[config.mk]
export PLATFORM = sky130hd
export DESIGN_NAME = mem_arbiter
export DESIGN_NICKNAME = d
export VERILOG_FILES = /design/src/rtl/mem_arbiter.sv
export SDC_FILE = /design/constraint.sdc
export NUM_CORES = 1
export LEC_CHECK = 0
export CAP_MARGIN = 10
export CORE_AREA = 8 8 114 116
export DETAILED_ROUTE_END_ITERATION = 10
export DIE_AREA = 0 0 122 124
export GPL_TIMING_DRIVEN = 0
export HOLD_SLACK_MARGIN = 0.05
export PLACE_DENSITY = 0.69
export SETUP_SLACK_MARGIN = 0.05
export SYNTH_ARGS = -nofsm -noshare
export SYNTH_HDL_FRONTEND = slang
export SYNTH_SLANG_ARGS = --single-unit
[constraint.sdc]
create_clock -name clk -period 1.8 [get_ports clk]
set_input_delay 0.36 -clock clk [delete_from_list [all_inputs] [get_ports clk]]
set_output_delay 0.36 -clock clk [all_outputs]
set_load 0.005 [all_outputs]
[src/rtl/mem_arbiter.sv]
// rtl/mem_arbiter.sv - two-master round-robin arbiter for the native memory bus
// Holds the grant for a whole transfer; a watchdog force-completes a stalled slave.
module mem_arbiter #(
   parameter int unsigned TIMEOUT      = 255,
   parameter logic [31:0] TIMEOUT_DATA = 32'hFFFF_FFFF
) (
   input  logic        clk,
   input  logic        rst,
   input  logic        m0_valid,
   output logic        m0_ready,
   input  logic [31:0] m0_addr,
   input  logic [31:0] m0_wdata,
   input  logic [3:0]  m0_wstrb,
   output logic [31:0] m0_rdata,
   input  logic        m1_valid,
   output logic        m1_ready,
   input  logic [31:0] m1_addr,
   input  logic [31:0] m1_wdata,
   input  logic [3:0]  m1_wstrb,
   output logic [31:0] m1_rdata,
   output logic        s_valid,
   input  logic        s_ready,
   output logic [31:0] s_addr,
   output logic [31:0] s_wdata,
   output logic [3:0]  s_wstrb,
   input  logic [31:0] s_rdata,
   output logic [1:0]  grant,
   output logic        timeout
);

   localparam int CW = (TIMEOUT > 0) ? $clog2(TIMEOUT + 1) : 1;
   localparam logic [CW-1:0] CNT_LAST = (TIMEOUT > 0) ? CW'(TIMEOUT - 1) : '0;

   typedef enum logic {IDLE, BUSY} state_t;

   state_t        state, state_nxt;
   logic [1:0]    grant_r, grant_nxt;
   logic          last, last_nxt;
   logic [CW-1:0] cnt, cnt_nxt;
   logic          busy, sel1, mg_valid, fire;

   // Outputs are masked during reset so a dropped transfer never sees a ready pulse.
   assign busy     = (state == BUSY) && !rst;
   assign sel1     = grant_r[1];
   assign mg_valid = sel1 ? m1_valid : m0_valid;
   assign fire     = (TIMEOUT != 0) && busy && mg_valid && !s_ready && (cnt == CNT_LAST);

   always_ff @(posedge clk) begin
      if (rst) begin
         state   <= IDLE;
         grant_r <= 2'b00;
         last    <= 1'b1;
         cnt     <= '0;
      end else begin
         state   <= state_nxt;
         grant_r <= grant_nxt;
         last    <= last_nxt;
         cnt     <= cnt_nxt;
      end
   end

   always_comb begin
      state_nxt = state;
      grant_nxt = grant_r;
      last_nxt  = last;
      cnt_nxt   = cnt;
      case (state)
         IDLE: begin
            if (m0_valid || m1_valid) begin
               state_nxt = BUSY;
               cnt_nxt   = '0;
               // On a tie the master not served last wins.
               grant_nxt = (m1_valid && (!m0_valid || !last)) ? 2'b10 : 2'b01;
            end
         end
         BUSY: begin
            if (s_ready || fire) begin
               state_nxt = IDLE;
               grant_nxt = 2'b00;
               last_nxt  = sel1;
            end else if (!mg_valid) begin
               state_nxt = IDLE;
               grant_nxt = 2'b00;
            end else if (TIMEOUT != 0) begin
               cnt_nxt = cnt + CW'(1);
            end
         end
         default: state_nxt = IDLE;
      endcase
   end

   always_comb begin
      s_addr   = sel1 ? m1_addr : m0_addr;
      s_wdata  = sel1 ? m1_wdata : m0_wdata;
      s_valid  = busy && mg_valid && !fire;
      s_wstrb  = s_valid ? (sel1 ? m1_wstrb : m0_wstrb) : 4'h0;
      m0_ready = 1'b0;
      m1_ready = 1'b0;
      m0_rdata = 32'h0;
      m1_rdata = 32'h0;
      if (busy && grant_r[0]) begin
         m0_ready = s_ready || fire;
         m0_rdata = fire ? TIMEOUT_DATA : s_rdata;
      end
      if (busy && grant_r[1]) begin
         m1_ready = s_ready || fire;
         m1_rdata = fire ? TIMEOUT_DATA : s_rdata;
      end
      timeout = fire;
      grant   = grant_r;
   end

endmodule

==> impl_results.md <==
- Outcome: finished with violations
- Failing checks: negative setup slack
- Yosys top cell by area: mux2_2
- HP Class: reg -> reg
- Die X: 122 um
- Syn-to-layout area delta: 199%
- Top cell type's share of synthesized area: 0.378
- Sw Ratio: 0.269
- DRC viols: 0
- Buffers and inverters on the worst path: 5
- H-tree Lvls: 1
- Nets: 800
- Die height: 124 um
- Most numerous cell in the Yosys netlist: nor2_1
- Crit path launch type: flop
- Final hold slack: 0.472 ns
- Cell count of the worst reg-to-reg path: 8
- Synth area leaders: mux2_2, nor2_1, dfxtp_1, mux2i_1, nand2_1
- Pre-antenna DRT Iters: 5
- Vias in the first global route: 3498
- Post-layout util: 0.518
- Port-buffer cells: 310
- Max incr delay on CP: 0.35 ns
- Crit end category: output pin
- Post-synth EDFFs: 0
- Syn nets: 453
- Core area: 11200 um^2
- Seq pwr share: 0.141
- DIE AREA: 15100 um^2
- CTS tree: yes
- Global Route Usage Sum: 0.204
- R2r setup slk: -0.14 ns
- Reg clk slew, reported paths: 0.05 ns
- Flops & latches, synth: 12
- Tot Pwr: 1.99 mW
- Largest net degree at the start of global routing: 11
- Combinational cell fraction of total power: 0.627
- WL/cell: 22.4 um
- Total gr overflow: 0
- Clock power frac: 0.231
- Static leakage: 2.63 nW
- Mapped Cells: 278
- WHS Endpoint: cnt[7]
- Via count: 3453
- Pint: 1.45 mW
- Share of post-route cells with drive strength above 1: 0.452
- Crit-path leading delay family: simple AND/OR/NAND/NOR gates
- Final ANT Viol Nets: 0
- NetSw: 0.534 mW
- HPWL Detailed: 13900 um
- I/O pin count: 311
- Dominant synthesized flop cell: dfxtp_1
- Worst setup path start: cnt[0]
- Post-synthesis sequential area ratio: 0.124
- Fin. max-slew vios: 0
- Syn. warnings: 0
- Worst R2R End: cnt[2]
- Final Cycle Share: 1.35
- Gpl congestion: 0.876
- Fillcell total: 1033
- Clock sink total: 12
- Worst Path Arrival: 2.06 ns
- Num rows: 39
- Max Cap Viol: 0
- RSZ-0062 raised after global routing: yes
- Hold_sp: cnt[7]
- Final wirelength: 17200 um
- Cell variety after synth: 35
- Mean Syn Cell Area: 6.97 um^2
- Min-Delay Path Depth: 1
- Fmax: 0.413 GHz
- Initial antenna violation count: 0
- CTS root buffer: clkbuf_16
- Final setup vio count: 127
- Cts bufs inserted: 3
- Worst skew pair latency: 0.24 ns
- Post-Syn Area: 1940 um^2
- Starting Density: 0.173
- VDD IR-drop max: 0.000329 V
- Pre-CTS WS: -1.29 ns
- Share of async-settable or async-resettable flops after synthesis: 0
- First-pass GRT wire length: 23300 um
- Min Tclk post-route: 2.42 ns
- Power per cell area: 343 nW/um^2
- CP Class: reg -> out
- Hold Buf Count CTS: 0
- Fin worst setup slack: -0.622 ns
- Top cells by count, synth: nor2_1, mux2_2, nand2_1
- Worst Clk Skew: 0.00500 ns
- Reg-to-reg startpoint: cnt[0]
- Slew headroom: 0.637
- Slowest cell on crit path: dfxtp_4
- Endpoints failing hold: 0
- Worst-margin pin slew: 0.545 ns
- Drt initial violations: 233
- WP data required: 1.44 ns
- Most used cell, CP: or2_4
- Max Fanout on Critical Path: 6
- Vias per cell: 4.50
- Critical path, cell by cell: inv_4 -> ha_4 -> nand4b_1 -> or2_4 -> or2_4 -> clkinv_8 -> buf_8 -> buf_6 -> nor2_4 -> nor2_2 -> buf_2
- Max clock buf depth: 2
-- registers in the layout, indices dropped and copies added (netlist names) --
name	count
state	1
last	1
grant	2
cnt	8
-- power groups by stage --
stage / clock network [mW] / logic [mW] / registers, mW
floorplan: 0 / 0.287 / 0.284
global placement: 0 / 1.02 / 0.287
detailed placement: 0 / 1.03 / 0.287
CTS: 0.464 / 1.18 / 0.279
global route: 0.478 / 1.30 / 0.281
finish: 0.460 / 1.25 / 0.280
-- worst max path at each step --
| stage | cells past startpoint | end | slack (ns) |
|---|---|---|---|
| after floorplan | 9 | m0_rdata[24] | -0.07 |
| final | 11 | m1_rdata[11] | -0.62 |
| after global routing | 11 | m0_rdata[10] | -0.69 |
| after detailed placement | 9 | m0_ready | -1.29 |
| after CTS | 11 | m1_rdata[12] | -0.54 |
| after global placement | 9 | m0_ready | -1.32 |
-- cells by family (layout without fill, tap and decap cells) --
kind of cell | count (synthesis) | after routing | synth area share
mux | 70 | 70 | 0.404
simple gates | 145 | 145 | 0.307
flops | 12 | 12 | 0.124
fa+ha+maj | 2 | 2 | 0.0129
compound gates | 24 | 24 | 0.0885
other cells | 0 | 1 | 0
buf+inv | 25 | 371 | 0.0640
-- cell type report --
class                      count  area (um^2)  share of cell area
antenna                        1         2.50            0.000432
buffer                        16          140              0.0242
clock buffer                   4         88.8              0.0153
inverter                       5         33.8             0.00583
multi-input combinational    241         1850               0.319
sequential                    12          253              0.0436
tap                          143          179              0.0309
timing repair buffer         346         3250               0.561
-- metrics by stage --
step / cells / setup TNS (ns) / area (um^2)
global route: 767 / -49.30 / 5790
detailed placement: 731 / -118.63 / 5220
floorplan: 278 / -3.23 / 1940
global placement: 731 / -116.74 / 5220
finish: 768 / -40.12 / 5790
CTS: 770 / -42.19 / 5650
-- layout by cell type (no fill, tap or decap), types with 4 or more instances in the layout --
cell type	n
nand3_1	5
dfxtp_1	8
buf_6	66
a21oi_1	4
clkdlybuf4s15_2	4
clkbuf_1	8
buf_12	8
buf_8	11
buf_4	14
nor2_1	93
nand2_1	12
o21ai_0	4
mux2i_1	5
buf_2	77
clkdlybuf4s50_1	170
nor2_4	4
mux2_4	46
mux2_2	19
nor2_2	13
-- worst register-to-register path, delay by kind of cell (launching register included) --
kind / cells / cell delay, ns
buffers and inverters: 3 / 0.36
AND/OR/NAND/NOR: 3 / 0.72
adder cells (fa/ha/maj): 1 / 0.12
AO/OA/AOI/OAI: 1 / 0.29
flip-flops: 1 / 0.35
-- routing by layer --
| layer | wire length (um) | vias up | track usage |
|---|---|---|---|
| met1 | 6160 | 1634 | 0.221 |
| li1 | - | 1645 | - |
| met3 | 1410 | 22 | 0.0539 |
| met5 | 0 | - | 0 |
| met4 | 449 | 0 | 0.0555 |
| met2 | 9220 | 152 | 0.383 |
-- repair_timing --
action | 4_1_cts | 5_1_grt
resized for setup | 686 | 59
buffers inserted | 30 | 7
gates cloned | 5 | 0
pin swaps | 6 | 2
endpoints found under the setup margin | 146 | 142
(Power assumes the default switching activity.)
